**config.mk**
```make
export PLATFORM = sky130hd
export DESIGN_NAME = layer_sequencer
export DESIGN_NICKNAME = d
export VERILOG_FILES = /design/src/rtl/ann_pkg.sv /design/src/rtl/layer_sequencer.sv
export SDC_FILE = /design/constraint.sdc
export NUM_CORES = 1
export LEC_CHECK = 0
export CORE_MARGIN = 3
export CORE_UTILIZATION = 40
export CTS_CLUSTER_DIAMETER = 40
export DETAILED_ROUTE_END_ITERATION = 6
export PLACE_DENSITY = 0.71
export SETUP_SLACK_MARGIN = 0.5
export SKIP_CTS_REPAIR_TIMING = 1
export SLEW_MARGIN = 20
export SYNTH_ARGS = -nofsm -noshare
export SYNTH_HDL_FRONTEND = slang
export SYNTH_SLANG_ARGS = --single-unit
```
**constraint.sdc**
```tcl
create_clock -name clk -period 2.6 [get_ports clk]
set_input_delay 0.26 -clock clk [delete_from_list [all_inputs] [get_ports clk]]
set_output_delay 0.26 -clock clk [all_outputs]
set_load 0.05 [all_outputs]
```
**src/rtl/ann_pkg.sv**
```systemverilog
// Shared constants and FSM encoding for the layer sequencer and the output Buffer.
package ann_pkg;

   // Width of every read address (input memory and Buffer share it).
   localparam int ADDR_W = 7;

   // Entries per Buffer bank; one entry per neuron.
   localparam int BANK_SIZE = 10;

   // Read address at which the Buffer returns the constant bias value 127.
   localparam logic [ADDR_W-1:0] BIAS_ADDR = 7'd62;

   // Sequencer states; the encoding is also visible on the debug state output.
   typedef enum logic [2:0] {
      IDLE  = 3'd0,
      ISSUE = 3'd1,
      DRAIN = 3'd2,
      WRITE = 3'd3,
      DONE  = 3'd4
   } state_t;

endpackage

```
**src/rtl/layer_sequencer.sv**
```systemverilog
// Layer-by-layer controller for the neuron array and its two-bank output Buffer.
// Each layer issues L data addresses plus the bias address, waits for the neuron
// pipeline to settle, then writes the layer's outputs into bank layer[0].
//
// Handshake: start is a level sampled only in IDLE; no ready is returned. busy
// covers ISSUE/DRAIN/WRITE and done is a single-cycle pulse in DONE. start seen
// in any state other than IDLE is ignored.
module layer_sequencer
   import ann_pkg::*;
#(
   parameter int NUM_LAYERS = 3,
   parameter int IN0_LEN    = 62,
   parameter int NEURONS    = BANK_SIZE,
   parameter int NEURON_LAT = 2
) (
   input  logic              clk,
   input  logic              rst,
   input  logic              start,
   output logic              busy,
   output logic              done,
   output logic [ADDR_W-1:0] readloc,
   output logic              src_sel,
   output logic              mac_clr,
   output logic              mac_en,
   output logic [1:0]        layer,
   output logic              write,
   output logic              writeloc,
   output logic              result_bank,
   output logic [2:0]        state_dbg
);

   localparam logic [ADDR_W-1:0] IN0_LEN_A   = ADDR_W'(IN0_LEN);
   localparam logic [ADDR_W-1:0] NEURONS_A   = ADDR_W'(NEURONS);
   localparam logic [2:0]        DRAIN_LAST  = 3'(NEURON_LAT);
   localparam logic [1:0]        LAST_LAYER  = 2'(NUM_LAYERS - 1);
   localparam logic              RESULT_BANK = LAST_LAYER[0];

   // Counters are sized without wrap headroom, so bad parameters must stop elaboration.
   if (NUM_LAYERS < 1 || NUM_LAYERS > 4) begin : g_bad_num_layers
      $error("NUM_LAYERS must be 1..4");
   end
   if (IN0_LEN < 1 || IN0_LEN > 62) begin : g_bad_in0_len
      $error("IN0_LEN must be 1..62");
   end
   if (NEURONS < 1 || 2 * NEURONS > 62) begin : g_bad_neurons
      $error("NEURONS must fit two banks below the bias address");
   end
   if (NEURON_LAT < 0 || NEURON_LAT > 7) begin : g_bad_lat
      $error("NEURON_LAT must be 0..7");
   end

   state_t            state;
   state_t            state_n;
   logic [ADDR_W-1:0] issue_cnt;
   logic [2:0]        drain_cnt;
   logic [1:0]        layer_q;
   logic              mac_en_q;
   logic [ADDR_W-1:0] issue_len;
   logic              issue_last;
   logic [ADDR_W-1:0] prev_base;
   logic [ADDR_W-1:0] data_addr;

   // Address generation: layer 0 walks the input memory, later layers walk the
   // bank written by the previous layer (bank (layer-1)&1, i.e. not layer[0]).
   assign issue_len  = (layer_q == 2'd0) ? IN0_LEN_A : NEURONS_A;
   assign issue_last = (issue_cnt == issue_len);
   assign prev_base  = layer_q[0] ? '0 : NEURONS_A;
   assign data_addr  = (layer_q == 2'd0) ? issue_cnt : prev_base + issue_cnt;

   assign layer       = layer_q;
   assign mac_en      = mac_en_q;
   assign result_bank = RESULT_BANK;
   assign state_dbg   = state;

   // State register, issue/drain counters, layer index and the delayed MAC enable.
   always_ff @(posedge clk) begin
      if (rst) begin
         state     <= IDLE;
         issue_cnt <= '0;
         drain_cnt <= '0;
         layer_q   <= '0;
         mac_en_q  <= 1'b0;
      end else begin
         state    <= state_n;
         // The Buffer answers one cycle after an address, so the MAC follows ISSUE by one.
         mac_en_q <= (state == ISSUE);

         if (state == ISSUE && !issue_last) begin
            issue_cnt <= issue_cnt + 7'd1;
         end else begin
            issue_cnt <= '0;
         end

         if (state == DRAIN) begin
            drain_cnt <= drain_cnt + 3'd1;
         end else begin
            drain_cnt <= '0;
         end

         if (state == WRITE && layer_q != LAST_LAYER) begin
            layer_q <= layer_q + 2'd1;
         end else if (state == DONE) begin
            layer_q <= '0;
         end
      end
   end

   // Next-state decode and per-state output drive.
   always_comb begin
      state_n  = state;
      busy     = 1'b0;
      done     = 1'b0;
      readloc  = '0;
      src_sel  = 1'b0;
      mac_clr  = 1'b0;
      write    = 1'b0;
      writeloc = 1'b0;

      case (state)
         IDLE: begin
            if (start) begin
               state_n = ISSUE;
            end
         end
         ISSUE: begin
            busy    = 1'b1;
            src_sel = (layer_q != 2'd0);
            mac_clr = (issue_cnt == '0);
            readloc = issue_last ? BIAS_ADDR : data_addr;
            if (issue_last) begin
               state_n = DRAIN;
            end
         end
         DRAIN: begin
            busy    = 1'b1;
            src_sel = (layer_q != 2'd0);
            readloc = BIAS_ADDR;
            if (drain_cnt == DRAIN_LAST) begin
               state_n = WRITE;
            end
         end
         WRITE: begin
            busy     = 1'b1;
            src_sel  = (layer_q != 2'd0);
            readloc  = BIAS_ADDR;
            write    = 1'b1;
            writeloc = layer_q[0];
            state_n  = (layer_q == LAST_LAYER) ? DONE : ISSUE;
         end
         DONE: begin
            done    = 1'b1;
            state_n = IDLE;
         end
         default: begin
            state_n = IDLE;
         end
      endcase
   end

endmodule
```
---- Word level (Yosys, flattened, before mapping) ----
Cells that the tools add are included.
operators by class
  add/subtract/negate cells ............... 4
  eq/ne operators ......................... 11
  multiplexer cells ....................... 18
  bitwise gates (word level) .............. 2
  reductions and logical operators ........ 13
operators with widths
  operator             number
  $mux 7               2
  $pmux 7 s2           1
  $mux 3               4
  $pmux 3 s4           1
  $eq 3x2->1 const B   3
  $add 4x7->7          1
  $add 7x1->7 const B  1
  $eq 7x6->1           1
  $logic_not 7->1      1
  $mux 1               6
  $mux 6               1
  $ne 2x2->1 const B   3
  $reduce_or 2->1      3
  $mux 2               2
  $mux 4               1
  $reduce_bool 2->1    2
  $add 3x1->3 const B  1
  $eq 3x1->1 const B   1
  $eq 3x3->1 const B   1
  $logic_not 3->1      1
  $reduce_and 3->1     1
  $reduce_or 3->1      1
  $add 2x1->2 const B  1
  $eq 2x2->1 const B   1
  5 further kinds      7
storage, ports and cells
  register bits ........................... 16
  output and inout port bits .............. 20

---- Logic depth before layout (Yosys ltp) ----
Gate-level depths: netlist (run 1).
  depth after elaboration ................. 7
  depth in mapped cells ................... 6

---- Worst setup path after synthesis (run 1) ----
Ideal clock, no wire load.
  path kind ............................... register to output
  start point ............................. reg layer_q[0] (netlist: layer[0])
  end point ............................... out readloc[6]
  arrival ................................. 3,055 ps
  data required time ...................... 2,340 ps
  slack ................................... -715 ps
  stages on the path, launching flop included .. 6
  path buffers ............................ 1
  cell sequence ........................... dfxtp_1 inv_1 ha_1 clkbuf_1 or4_1 a211oi_1
between the ends
  longest elaborated chain between the ends .. 5
  elaborated cells between the ends (all ways) .. 8
  classes of those cells .................. add/sub: 1; eq/ne: 1; mux: 5; reduce/logical: 1
RTL lines
  element                                           line                                                                 RTL
  start, declared                                   layer_sequencer.sv:56                                                logic [1:0] layer_q;
  start signal, assigned                            layer_sequencer.sv:101                                               layer_q <= layer_q + 2'd1;
  $mux 4 / $logic_not 2->1 (equally long branches)  layer_sequencer.sv:67, layer_sequencer.sv:65, layer_sequencer.sv:68
  $add 4x7->7 / $mux 6 (equally long branches)      layer_sequencer.sv:68, layer_sequencer.sv:65
  $mux 7 / $eq 7x6->1 (equally long branches)       layer_sequencer.sv:68, layer_sequencer.sv:66
  $mux 7 *                                          layer_sequencer.sv:129                                               readloc = issue_last ? BIAS_ADDR : data_addr;
  $pmux 7 s2 *                                      layer_sequencer.sv:119                                               case (state)
  end, declared                                     layer_sequencer.sv:21                                                output logic [ADDR_W-1:0] readloc,
Every way passes the cells marked *; elsewhere a longest branch is shown, timed or not.

---- Worst setup path in the final report (run 1) ----
  start point ............................. reg layer_q[0] (netlist: layer[0])
  end point ............................... out readloc[5]
The elaborated chain is that of the path after synthesis.

==> run metrics, run 1 <==
run status finished, final reports clean; CP Capture Type output port; wire length per cell after detailed routing 16.1 um; first-pass GRT wire length 4.28 mm; Peak Freq 0.418 GHz; number of enable-type register cells in the synthesized netlist 0; die footprint 3220 um^2; final count of negative-setup-slack endpoints 0; TritonCTS clock tree built; leading register cell type out of synthesis sky130_fd_sc_hd__dfxtp_1; reg-to-reg setup timing slack 0.60 ns; worst hold path cell count 1; period utilization 0.920; routed wire length 2.84 mm; largest net degree at the start of global routing 12; detail-routed via count per cell 5.78; Syn-to-layout area delta 55.5%; total CTS buffers 3; transition time at the pin with the least slew margin 0.509 ns; final-report hold violation count 0; nets in the synthesized netlist 131; FF-to-FF path depth 9; worst-path fanout max 6; commonest non-fill, non-tap cell in the layout sky130_fd_sc_hd__dfxtp_1; leading cell types in the layout, fill and taps excluded 13 x sky130_fd_sc_hd__dfxtp_1, 12 x sky130_fd_sc_hd__buf_4, 8 x sky130_fd_sc_hd__inv_1, 8 x sky130_fd_sc_hd__ha_1, 8 x sky130_fd_sc_hd__clkdlybuf4s50_1; data required time of the worst path 2.34 ns; IR drop worst, VDD 0.419 mV; average cell area after synthesis 8.73 um^2; master of the slowest instance on the critical path sky130_fd_sc_hd__or4_4; vias in the first global route 954; cell area after synthesis 1030 um^2; total power per unit cell area 348 nW/um^2; time the worst path needs with I/O delays and setup 2.39 ns; Chip Width 56.7 um; headroom to the max-slew limit 0.660; port bufs 21; final weighted congestion in routability-driven placement 0.823; global route overflow 0; sum of negative setup slack 0 ns; post-synthesis register bit count 16; cells traversed along the worst timing path inv_6, ha_4, or4_4, a211o_4, a41oi_4, buf_12; Core Rows 17; Worst Clk Skew 0.0132 ns; hold slack final 0.468 ns; RSZ-0062 raised after global routing yes; total chip power 558 uW; clock insertion delay at the later pin of the skew report 0.29 ns; initial standard-cell utilization of the core 0.444; leakage dissipation 0.000622 uW; Post-route DRC 0; core area 2320 um^2; part of the Yosys area used for sequential elements 0.311; largest buffer count on any clock path 2; post-detailed-placement half-perimeter wirelength 1.92 mm; share of layout cells above drive strength 1 0.342; max-cap check violation count 0; Worst setup SP type flop; clock slew at the register clock pins of the worst setup and hold paths 0.10 ns; via count 1,023; total clock sinks 16; remaining antenna violation count after routing 0; Synth Instances 118; total number of H-tree levels 1; initial DRC count 31; GRT Resource Usage Total 0.166; share of flip-flops with an asynchronous set or reset after synthesis 0; vertical extent of the die 56.7 um; crit-path max cell delay 0.43 ns; Crit Path Class reg2out; ANT cells 0; Arr. time, crit path 2.13 ns; number of nets in the final layout 163; classification of the worst-slack hold path reg2reg; library cells used by synthesis 43; yosys synthesis warning count 0; Top-Level Pins 23; master cell of the clock root buffer sky130_fd_sc_hd__clkbuf_4; number of max-slew violations in the final report 0; antenna violations before repair 0; number of optimization iterations in the first detailed-route pass 4
## cells by family (layout without fill, tap and decap cells)
logic type / after synthesis / after routing / share of synthesized area
buffers and inverters: 17 / 48 / 0.0753
AO/OA/AOI/OAI: 27 / 27 / 0.196
adder cells (fa/ha/maj): 10 / 10 / 0.122
AND/OR/NAND/NOR: 39 / 39 / 0.221
other: 1 / 1 / 0.00364
XOR/XNOR: 5 / 5 / 0.0425
flip-flops: 16 / 16 / 0.311
multiplexers: 3 / 3 / 0.0292
## stage by stage
stage / setup WS, ns / utilization / cell area [um^2] / cells
floorplan: 0.289 / - / 1180 / 118
global placement: 0.370 / 0.627 / 1450 / 163
detailed placement: 0.347 / 0.627 / 1450 / 163
CTS: 0.0108 / 0.638 / 1480 / 167
global route: 0.171 / 0.691 / 1600 / 177
finish: 0.207 / 0.691 / 1600 / 177
## final cells by class
type / instances / area (um^2)
fill: 170 / 717
timing repair buffer: 34 / 363
tap: 28 / 35.0
inverter: 10 / 42.5
sequential: 16 / 329
multi-input combinational: 85 / 806
clock buffer: 4 / 26.3
## worst paths after layout
kind / start / to
worst max-delay path: layer[0]$_SDFFE_PP0P_ / readloc[5]
worst min-delay path: drain_cnt[0]$_SDFF_PP0_ / drain_cnt[0]$_SDFF_PP0_
worst max register to register: layer[0]$_SDFFE_PP0P_ / issue_cnt[5]$_SDFF_PP0_
worst min register to register: drain_cnt[0]$_SDFF_PP0_ / drain_cnt[0]$_SDFF_PP0_
## worst max-delay path, delay by kind of cell (launching register included)
kind	cells	cell delay (ns)
flops	1	0.40
buf+inv	2	0.21
compound gates	2	0.60
simple gates	1	0.43
fa+ha+maj	1	0.18
## flip-flops by register name, summed over array words and instances (netlist names)
signal / count
layer: 2
state_dbg: 3
issue_cnt: 7
drain_cnt: 3
mac_en: 1
## power breakdown
part | switching, uW | internal (uW)
Clock | 81.0 | 59.6
Combinational | 104 | 50.2
Sequential | 11.3 | 252
## metal layers
layer | part of all wire | wire (um) | global-route usage
met1 | 0.44 | 1250 | 0.198
met5 | 0 | 0 | 0
met4 | 0.0077 | 22 | 0.0464
met2 | 0.50 | 1430 | 0.297
met3 | 0.047 | 134 | 0.0368
## synthesized netlist by cell type, drive strengths merged (2+ instances only)
cell | count | area share
a31oi | 4 | 0.024
buf | 4 | 0.028
nor4 | 2 | 0.012
or4 | 2 | 0.018
nand2b | 3 | 0.018
or3 | 5 | 0.030
a41oi | 2 | 0.017
mux2i | 3 | 0.029
nor2 | 7 | 0.026
a211oi | 4 | 0.041
dfxtp | 16 | 0.31
clkbuf | 3 | 0.011
inv | 10 | 0.036
nand3 | 2 | 0.0097
or2 | 2 | 0.012
ha | 10 | 0.12
nor3 | 6 | 0.029
xor2 | 3 | 0.026
nand2 | 3 | 0.011
and3b | 2 | 0.017
o21ai | 7 | 0.034
xnor2 | 2 | 0.017
No activity file was read; power rests on OpenSTA's default activity.
==> run 2, diff against run 1 <==
--- a/config.mk
+++ b/config.mk
@@ -10,7 +10,7 @@
 export CTS_CLUSTER_DIAMETER = 40
 export DETAILED_ROUTE_END_ITERATION = 6
 export PLACE_DENSITY = 0.71
-export SETUP_SLACK_MARGIN = 0.5
+export SETUP_SLACK_MARGIN = 0.3
 export SKIP_CTS_REPAIR_TIMING = 1
 export SLEW_MARGIN = 20
 export SYNTH_ARGS = -nofsm -noshare
==> run 2 against run 1 <==
  * Sequential cell count unchanged
  * Cell area increased by 0.55%
  * Setup slack worse by 0.064 ns
  * Critical endpoint is now readloc[4]
==> run metrics, run 2 (synthesis results as in run 1) <==
post-detailed-placement half-perimeter wirelength 2.02 mm; routed wire length 2.83 mm; port bufs 21; Worst setup SP type flop; initial standard-cell utilization of the core 0.444; via count 1,007; final-report hold violation count 0; commonest non-fill, non-tap cell in the layout sky130_fd_sc_hd__buf_4; number of max-slew violations in the final report 0; vertical extent of the die 56.7 um; total clock sinks 16; cells traversed along the worst timing path inv_6, ha_4, or4_4, a211o_4, a41oi_4, buf_12; headroom to the max-slew limit 0.638; RSZ-0062 raised after global routing yes; flip-flop count of the largest register, all copies and words added 7; classification of the worst-slack hold path reg2reg; CP Capture Type output port; run status finished, final reports clean; GRT Resource Usage Total 0.172; largest net degree at the start of global routing 12; antenna violations before repair 0; post-placement cell count 163; Post-route DRC 0; Core Rows 17; non-filler instance count after layout 177; number of optimization iterations in the first detailed-route pass 4; leading cell types in the layout, fill and taps excluded 15 x sky130_fd_sc_hd__buf_4, 11 x sky130_fd_sc_hd__dfxtp_1, 9 x sky130_fd_sc_hd__clkdlybuf4s50_1; register with the highest flop count issue_cnt; Chip Width 56.7 um; master of the slowest instance on the critical path sky130_fd_sc_hd__or4_4; Peak Freq 0.407 GHz; IR drop worst, VDD 0.452 mV; share of layout cells above drive strength 1 0.342; worst-path fanout max 6; total number of H-tree levels 1; Worst Clk Skew 0.00676 ns; global route overflow 0; total CTS buffers 3; met2 wire length 1.45 mm; wire length per cell after detailed routing 16.0 um; leakage dissipation 0.000632 uW; initial DRC count 36; uppermost metal layer occupied by signal nets met4; transition time at the pin with the least slew margin 0.543 ns; sum of negative setup slack 0 ns; number of nets in the final layout 163; clock slew at the register clock pins of the worst setup and hold paths 0.09 ns; crit-path max cell delay 0.45 ns; remaining antenna violation count after routing 0; final count of negative-setup-slack endpoints 0; first-pass GRT wire length 4.35 mm; total chip power 553 uW; max-cap check violation count 0; Arr. time, crit path 2.20 ns; data required time of the worst path 2.34 ns; final weighted congestion in routability-driven placement 0.776; Top-Level Pins 23; clock insertion delay at the later pin of the skew report 0.28 ns; vias in the first global route 938; total power per unit cell area 343 nW/um^2; largest buffer count on any clock path 2; Syn-to-layout area delta 56.4%; core area 2320 um^2; time the worst path needs with I/O delays and setup 2.46 ns; setup ws final 0.143 ns; period utilization 0.945; die footprint 3220 um^2; TritonCTS clock tree built; Met1 Routed Length 1.23 mm; Crit Path Class reg2out; metal3 WL 117 um; placement-stage worst setup slack 0.313 ns; ANT cells 0; master cell of the clock root buffer sky130_fd_sc_hd__clkbuf_4; detail-routed via count per cell 5.69
## run 2: cell count changes in the layout (fill, tap and decap cells not counted), sizes merged
cell and delta:
dlymetal6s2s +1, clkbuf -2, clkdlybuf4s50 +1
## run 2: path summary, 6_finish.rpt
check                               start  depth (start not counted)  slack [ns]                      end
setup reg to reg    layer[0]$_SDFFE_PP0P_                          8        0.71  issue_cnt[4]$_SDFF_PP0_
hold reg to reg   drain_cnt[0]$_SDFF_PP0_                          1        0.46  drain_cnt[0]$_SDFF_PP0_
setup / recovery    layer[0]$_SDFFE_PP0P_                          6        0.14               readloc[4]
hold / removal    drain_cnt[0]$_SDFF_PP0_                          1        0.46  drain_cnt[0]$_SDFF_PP0_
## run 2: cell type report
class	instances	area, um^2
Sequential cell	16	332
Tap cell	28	35.0
Timing Repair Buffer	34	364
Inverter	10	42.5
Multi-Input combinational cell	85	811
Fill cell	175	708
Clock buffer	4	26.3
## run 2: critical path: cells and delay by family (launching register included)
family          cells  cell delay (ns)
flops               1             0.39
simple gates        1             0.45
compound gates      2             0.68
fa+ha+maj           1             0.18
buf+inv             2             0.21
## run 2: through the flow
step / util / area, um^2 / hold WS, ns
2_1_floorplan: - / 1180 / 0.322
3_3_place_gp: 0.625 / 1450 / 0.430
3_5_place_dp: 0.625 / 1450 / 0.442
4_1_cts: 0.637 / 1480 / 0.464
5_1_grt: 0.695 / 1610 / 0.500
6_report: 0.695 / 1610 / 0.459
## run 2: where the power goes
group,internal (uW),leakage [uW],switching (uW),total (uW)
clock,59.6,0.0000150,74.7,134
sequential,251,0.000133,5.66,257
combinational,53.5,0.000484,109,162
## run 2: metal layers
layer | global-route usage | vias to the layer above
met1 | 0.196 | 485
met3 | 0.0460 | 6
met5 | 0 | -
met4 | 0.0563 | 0
li1 | - | 490
met2 | 0.305 | 26
==> run 3, diff against run 2 <==
--- a/config.mk
+++ b/config.mk
@@ -7,11 +7,9 @@
 export LEC_CHECK = 0
 export CORE_MARGIN = 3
 export CORE_UTILIZATION = 40
-export CTS_CLUSTER_DIAMETER = 40
 export DETAILED_ROUTE_END_ITERATION = 6
 export PLACE_DENSITY = 0.71
 export SETUP_SLACK_MARGIN = 0.3
-export SKIP_CTS_REPAIR_TIMING = 1
 export SLEW_MARGIN = 20
 export SYNTH_ARGS = -nofsm -noshare
 export SYNTH_HDL_FRONTEND = slang
==> run 3 against run 2 <==
  * Core utilization down 2.7 points
  * Cell area fell by 3.9%
  * Highest routed layer unchanged
  * Sequential power about the same
  * Global-route usage grew 0.28 points
  * Total power down 0.46%
  * Non-clock buffer count is 2 lower
  * Hold slack about the same
  * Die area unchanged
  * Clock-buffer cell count unchanged
==> run metrics, run 3 (synthesis results as in run 1) <==
run status finished, final reports clean; total clock sinks 16; period utilization 0.922; max-cap check violation count 0; final-report hold violation count 0; antenna violations before repair 0; largest net degree at the start of global routing 11; number of nets in the final layout 161; routed wire length 2.71 mm; classification of the worst-slack hold path reg2reg; global route overflow 0; reg-to-reg setup timing slack 0.78 ns; clock slew at the register clock pins of the worst setup and hold paths 0.09 ns; port bufs 21; headroom to the max-slew limit 0.646; Layout fillers 191; GRT Resource Usage Total 0.174; initial DRC count 17; final standard cell area without fillers 1550 um^2; via count 988; endpoint of the worst-slack reg-to-reg timing path state_dbg[1]$_SDFFE_PP0P_; FF-to-FF path depth 6; commonest non-fill, non-tap cell in the layout sky130_fd_sc_hd__dfxtp_1; ANT cells 0; TritonCTS clock tree built; master cell of the clock root buffer sky130_fd_sc_hd__clkbuf_4; total CTS buffers 3; Chip Width 56.7 um; cells traversed along the worst timing path inv_6, ha_4, or4_4, a211o_4, a41oi_4, buf_12; total number of H-tree levels 1; Worst Clk Skew 0.00811 ns; worst-path fanout max 6; Peak Freq 0.417 GHz; vertical extent of the die 56.7 um; detail-routed via count per cell 5.65; register with the highest flop count issue_cnt; number of buffers inserted for hold repair after clock tree synthesis 0; largest buffer count on any clock path 2; register area 328 um^2; RSZ-0062 raised after global routing yes; CP Launch Point layer[0]$_SDFFE_PP0P_; Crit Path Class reg2out; remaining antenna violation count after routing 0; final weighted congestion in routability-driven placement 0.776; initial standard-cell utilization of the core 0.444; Worst setup SP type flop; number of optimization iterations in the first detailed-route pass 4; footprint of the multi-input gates 782 um^2; capture point of the worst path readloc[5]; vias in the first global route 951; post-detailed-placement half-perimeter wirelength 2.02 mm; master of the slowest instance on the critical path sky130_fd_sc_hd__or4_4; share of layout cells above drive strength 1 0.299; wire length per cell after detailed routing 15.5 um; data required time of the worst path 2.34 ns; crit-path max cell delay 0.45 ns; Post-route DRC 0; Arr. time, crit path 2.14 ns; clock insertion delay at the later pin of the skew report 0.29 ns; core area 2320 um^2; Top-Level Pins 23; flip-flop count of the largest register, all copies and words added 7; worst hold path cell count 1; final count of negative-setup-slack endpoints 0; die footprint 3220 um^2; Placement Cell Area 1450 um^2; time the worst path needs with I/O delays and setup 2.40 ns; CP Capture Type output port; Core Rows 17; total power per unit cell area 356 nW/um^2; IR drop worst, VDD 0.408 mV; first-pass GRT wire length 4.42 mm; leakage dissipation 0.000579 uW; leading cell types in the layout, fill and taps excluded 14 x sky130_fd_sc_hd__dfxtp_1, 13 x sky130_fd_sc_hd__buf_4, 9 x sky130_fd_sc_hd__ha_1, 9 x sky130_fd_sc_hd__clkdlybuf4s50_1, 8 x sky130_fd_sc_hd__inv_1; transition time at the pin with the least slew margin 0.518 ns; number of max-slew violations in the final report 0; Syn-to-layout area delta 50.3%; launch point of the worst reg-to-reg path layer[0]$_SDFFE_PP0P_; sum of negative setup slack 0 ns
run 3: cell types whose count changed in the layout (fill, tap and decap cells not counted), moves of 2 or more:
cell and delta:
sky130_fd_sc_hd__buf_4 -2, sky130_fd_sc_hd__dlygate4sd2_1 +2, sky130_fd_sc_hd__dfxtp_1 +3, sky130_fd_sc_hd__dfxtp_2 -3
sky130_fd_sc_hd__dlymetal6s2s_1 -3, sky130_fd_sc_hd__ha_1 +2
run 3: layout make-up:
type / instances / share of cell area
multi-input cells: 85 / 0.505
repair buffers: 32 / 0.216
flip-flops and latches: 16 / 0.212
inverters: 10 / 0.0275
well taps: 28 / 0.0226
clock buffers: 4 / 0.0170
run 3: repair_timing:
item	CTS	global route
endpoints found under the hold margin	0	0
gates resized for setup	6	4
setup buffers	3	5
setup endpoints to repair	10	9
pin swaps	8	3
run 3: power by group:
group          leakage (uW)  internal, uW  switching, uW
sequential         0.000131           251           5.62
clock             0.0000150          59.7           76.3
combinational      0.000432          51.2            107
total              0.000579           362            189
run 3: through the flow:
| stage | hold slack, ns | cells | util | total power [uW] | setup WS, ns |
|---|---|---|---|---|---|
| 2_1_floorplan | 0.322 | 118 | - | 379 | 0.238 |
| 3_3_place_gp | 0.430 | 163 | 0.625 | 421 | 0.371 |
| 3_5_place_dp | 0.442 | 163 | 0.625 | 423 | 0.313 |
| 4_1_cts | 0.464 | 170 | 0.651 | 557 | 0.161 |
| 5_1_grt | 0.500 | 175 | 0.668 | 577 | 0.138 |
| 6_report | 0.459 | 175 | 0.668 | 551 | 0.203 |
run 3: worst min-delay path by stage:
stage | startpoint | end | slack [ns]
5_1_grt | drain_cnt[0]$_SDFF_PP0_ | drain_cnt[0]$_SDFF_PP0_ | 0.50
3_5_place_dp | drain_cnt[0]$_SDFF_PP0_ | drain_cnt[0]$_SDFF_PP0_ | 0.44
3_3_place_gp | drain_cnt[0]$_SDFF_PP0_ | drain_cnt[0]$_SDFF_PP0_ | 0.43
4_1_cts | drain_cnt[0]$_SDFF_PP0_ | drain_cnt[0]$_SDFF_PP0_ | 0.46
6_report | drain_cnt[0]$_SDFF_PP0_ | drain_cnt[0]$_SDFF_PP0_ | 0.46
2_1_floorplan | rst | layer[0]$_SDFFE_PP0P_ | 0.32
run 3: per-layer routing:
metal | vias up | global-route usage | share of wire
met4 | 0 | 0.0662 | 0.016
li1 | 487 | - | -
met1 | 467 | 0.205 | 0.42
met2 | 28 | 0.300 | 0.51
met3 | 6 | 0.0460 | 0.047
met5 | - | 0 | 0
run 3: worst max-delay path, delay by kind of cell, from the launching register on:
| family | cells | cell delay, ns |
|---|---|---|
| AO/OA/AOI/OAI | 2 | 0.65 |
| AND/OR/NAND/NOR | 1 | 0.45 |
| flip-flops | 1 | 0.38 |
| buffers and inverters | 2 | 0.20 |
| adder cells (fa/ha/maj) | 1 | 0.16 |
==> patch 1, RTL diff (flow settings as in run 2) <==
`ADDR_W`: 7 -> 8.
--- a/src/rtl/ann_pkg.sv
+++ b/src/rtl/ann_pkg.sv
@@ -2,7 +2,7 @@
 package ann_pkg;
 
    // Width of every read address (input memory and Buffer share it).
-   localparam int ADDR_W = 7;
+   localparam int ADDR_W = 8;
 
    // Entries per Buffer bank; one entry per neuron.
    localparam int BANK_SIZE = 10;
Ports: changed (resized readloc); port bits go from 23 to 24. No check against the original RTL was run, so the function may have changed too.
==> patch 1 against run 2 <==
Sequential share of layout area rose by 1.2 points; final area fell by 1.6%; critical path depth rose by 2; clock skew fell by 5.8 ps; wire length fell by 9.6%; area after synthesis rose by 12%; worst setup slack improved by 69 ps; sequential cell count rose by 1; global-route usage fell by 1.6 points; die area rose by 10%; first-iteration DRC count fell by 53%.
Power is not compared: it rests on default switching activity, and its combinational part moved more than twofold at a synthesized area within 25%.
==> patch 1: results (changes against run 2) <==
synth_fa_ha_area_share_pct: 10.9  # -1.3 points
yosysSeqAreaShare_pct: 29.6  # -1.5 points
holdWs_ps: 455  # -4.12 ps
wire_per_inst_um: 13.5  # -16%
place_hpwl_um: 1990  # -1.2%
grt_max_degree: 13  # +1
multi_input_area_share_pct: 51.1  # +0.72 points
fill_cells: 242  # +38%
cts.sinks: 17  # +1
fin_area_um2: 1590  # -1.6%
syn_avg_cell_area_um2: 8.32  # -4.6%
rrSetupSlack_ps: 930  # +220 ps
synth_compound_area_share_pct: 9.80  # -9.8 points
gp_congestion: 0.863  # +11%
n_all_inverters: 7  # -3
layout.nets: 174  # +6.7%
syn-num-nets: 151  # +15%
grt_pass1_vias: 985  # +5.0%
yosysUniqueCellTypes: 37  # -14%
final-clk-cell-share_pct: 1.66  # +0.026 points
synthMuxAreaShare_pct: 2.72  # -0.19 points
io_buffers: 22  # +4.8%
rr_worst_depth: 7  # -1
grt.total_usage_pct: 15.6  # -1.6 points
synth.area.top_cells: "dfxtp_1 30%, ha_1 11%, nor2_1 8.2%, xnor2_1 6.1%, nor3_1 3.9%"
cp.arrival_ps: 2130  # -70 ps
drtIter0Drc: 17  # -53%
r2r_end: "layer[0]"
critical_path.max_fanout: 5  # -1
fin_skew_ps: 0.910  # -5.85 ps
synth_xor_area_share_pct: 7.63  # +3.4 points
dp_slack_ps: 324  # +10.8 ps
status: "complete, no violations"
drive_above_1_share_pct: 24.4  # -9.9 points
slowest_delay_ps: 380  # -70 ps
dpl_cell_area_um2: 1470  # +1.1%
seq_share_pct: 21.8  # +1.2 points
non_clock_buffer_count: 25  # -26%
synthTopCellsByCount: "25 x nor2_1, 17 x dfxtp_1, 10 x ha_1"
crit_family: "adder cells"
==> patch 1: changes by cell type after synthesis, sizes merged, moves of 3 or more <==
cell / before / now
a31oi: 4 / 1
inv: 10 / 7
nor3: 6 / 10
o21ai: 7 / 4
nand2: 3 / 10
or3: 5 / 0
clkbuf: 3 / 0
a21oi: 1 / 6
buf: 4 / 7
nor2: 7 / 25
xnor2: 2 / 8
a211oi: 4 / 1
==> patch 1: metal layers <==
metal	global-route usage [%]	part of all wire, %
met4	3.16	0.70
met2	27.1	48
met3	1.31	3.9
met5	0	0
met1	20.8	47
==> patch 1: worst max path at each step <==
stage | to | slack [ps] | cells after the start | start
global placement | readloc[2] | 390 | 7 | layer[0]
floorplan | writeloc | 290 | 3 | state_dbg[1]
finish | readloc[3] | 210 | 8 | layer[0]
detailed placement | readloc[2] | 320 | 7 | layer[0]
global route | readloc[3] | 90 | 8 | layer[0]
CTS | readloc[2] | -0.2 | 7 | layer[0]
==> patch 2, RTL diff (flow settings as in run 2) <==
Without the edit above. Reset style: asynchronous (`rst`), changed in one clocked block.
--- a/src/rtl/layer_sequencer.sv
+++ b/src/rtl/layer_sequencer.sv
@@ -73,7 +73,7 @@
    assign state_dbg   = state;
 
    // State register, issue/drain counters, layer index and the delayed MAC enable.
-   always_ff @(posedge clk) begin
+   always_ff @(posedge clk or posedge rst) begin
       if (rst) begin
          state     <= IDLE;
          issue_cnt <= '0;
Formal check against the unedited RTL: differs if rst is asserted again (counterexample within 4 cycles, from zero or initial values and one cycle with rst high); with rst held inactive, the same outputs for 10 cycles.
==> patch 2 against run 2 <==
Sequential cell count stayed put; cell count is 1.7% lower; final area is 2.7% lower; register-to-register slack worse by 50 ps; worst setup slack better by 30 ps; wire length is 17% lower; synthesized cell count is 2.5% lower; area after synthesis is 1.5% higher.
Power is not compared: it rests on default switching activity, and its combinational part moved more than twofold at a synthesized area within 25%.
==> patch 2: results (changes against run 2) <==
multi_input_area_share_pct: 43.5  # -6.8 points
crit_family: "simple AND/OR/NAND/NOR gates"
setup.worst_path.end: "readloc[2]"
grt_max_degree: 17  # +5
multi_input_comb_cells: 83  # -2.4%
async_flop_share_pct: 100  # +100 points
critical_path.max_fanout: 5  # -1
fill_cells: 198  # +13%
tightest_slew_ps: 597  # +54.6 ps
r2r_end: "state_dbg[0]"
dpl_cell_area_um2: 1430  # -1.4%
rrSetupSlack_ps: 660  # -50 ps
status: "complete, no violations"
num_vias: 876  # -13%
layout.nets: 160  # -1.8%
non_clock_buffer_count: 33  # -2.9%
synthTopCellsByCount: "17 x nor2_1, 16 x dfrtp_1, 10 x ha_1, 10 x inv_1"
syn-num-nets: 128  # -2.3%
rr_startpoint: "layer[0]"
grt.total_usage_pct: 15.2  # -1.9 points
synth_fa_ha_area_share_pct: 12.0  # -0.17 points
grt_util_met2_pct: 25.9  # -4.6 points
holdWs_ps: 328  # -131 ps
cp.arrival_ps: 2170  # -30 ps
yosysUniqueCellTypes: 31  # -28%
rr_worst_depth: 7  # -1
hp-class: "in2async"
yosysSeqAreaShare_pct: 38.3  # +7.2 points
synthMuxAreaShare_pct: 1.92  # -1.0 points
place_hpwl_um: 1740  # -14%
synth_ff_type: "dfrtp_1"
[patch 2: power by group through the flow]
| stage | clock, mW | combinational [mW] | sequential [mW] |
|---|---|---|---|
| after floorplan | 0 | 0.00843 | 0.254 |
| after global placement | 0 | 0.0114 | 0.254 |
| after detailed placement | 0 | 0.0116 | 0.254 |
| after CTS | 0.174 | 0.0116 | 0.249 |
| after global routing | 0.185 | 0.0127 | 0.249 |
| final | 0.165 | 0.0111 | 0.249 |
[patch 2: metal layers]
layer | routed length, um | up-vias
met4 | 17 | 0
met1 | 1060 | 417
met2 | 1210 | 13
met3 | 69 | 2
met5 | 0 | -
li1 | - | 444
[patch 2: per-stage QoR]
stage	setup TNS (ps)	utilization [%]	setup WS [ps]	cells	total power, mW
global placement	0	61.1	294	161	0.265
floorplan	0	-	97.0	115	0.262
global route	0	67.0	61.7	174	0.446
CTS	-151	62.7	-85.6	165	0.434
detailed placement	0	61.1	248	161	0.265
finish	0	67.0	172	174	0.425
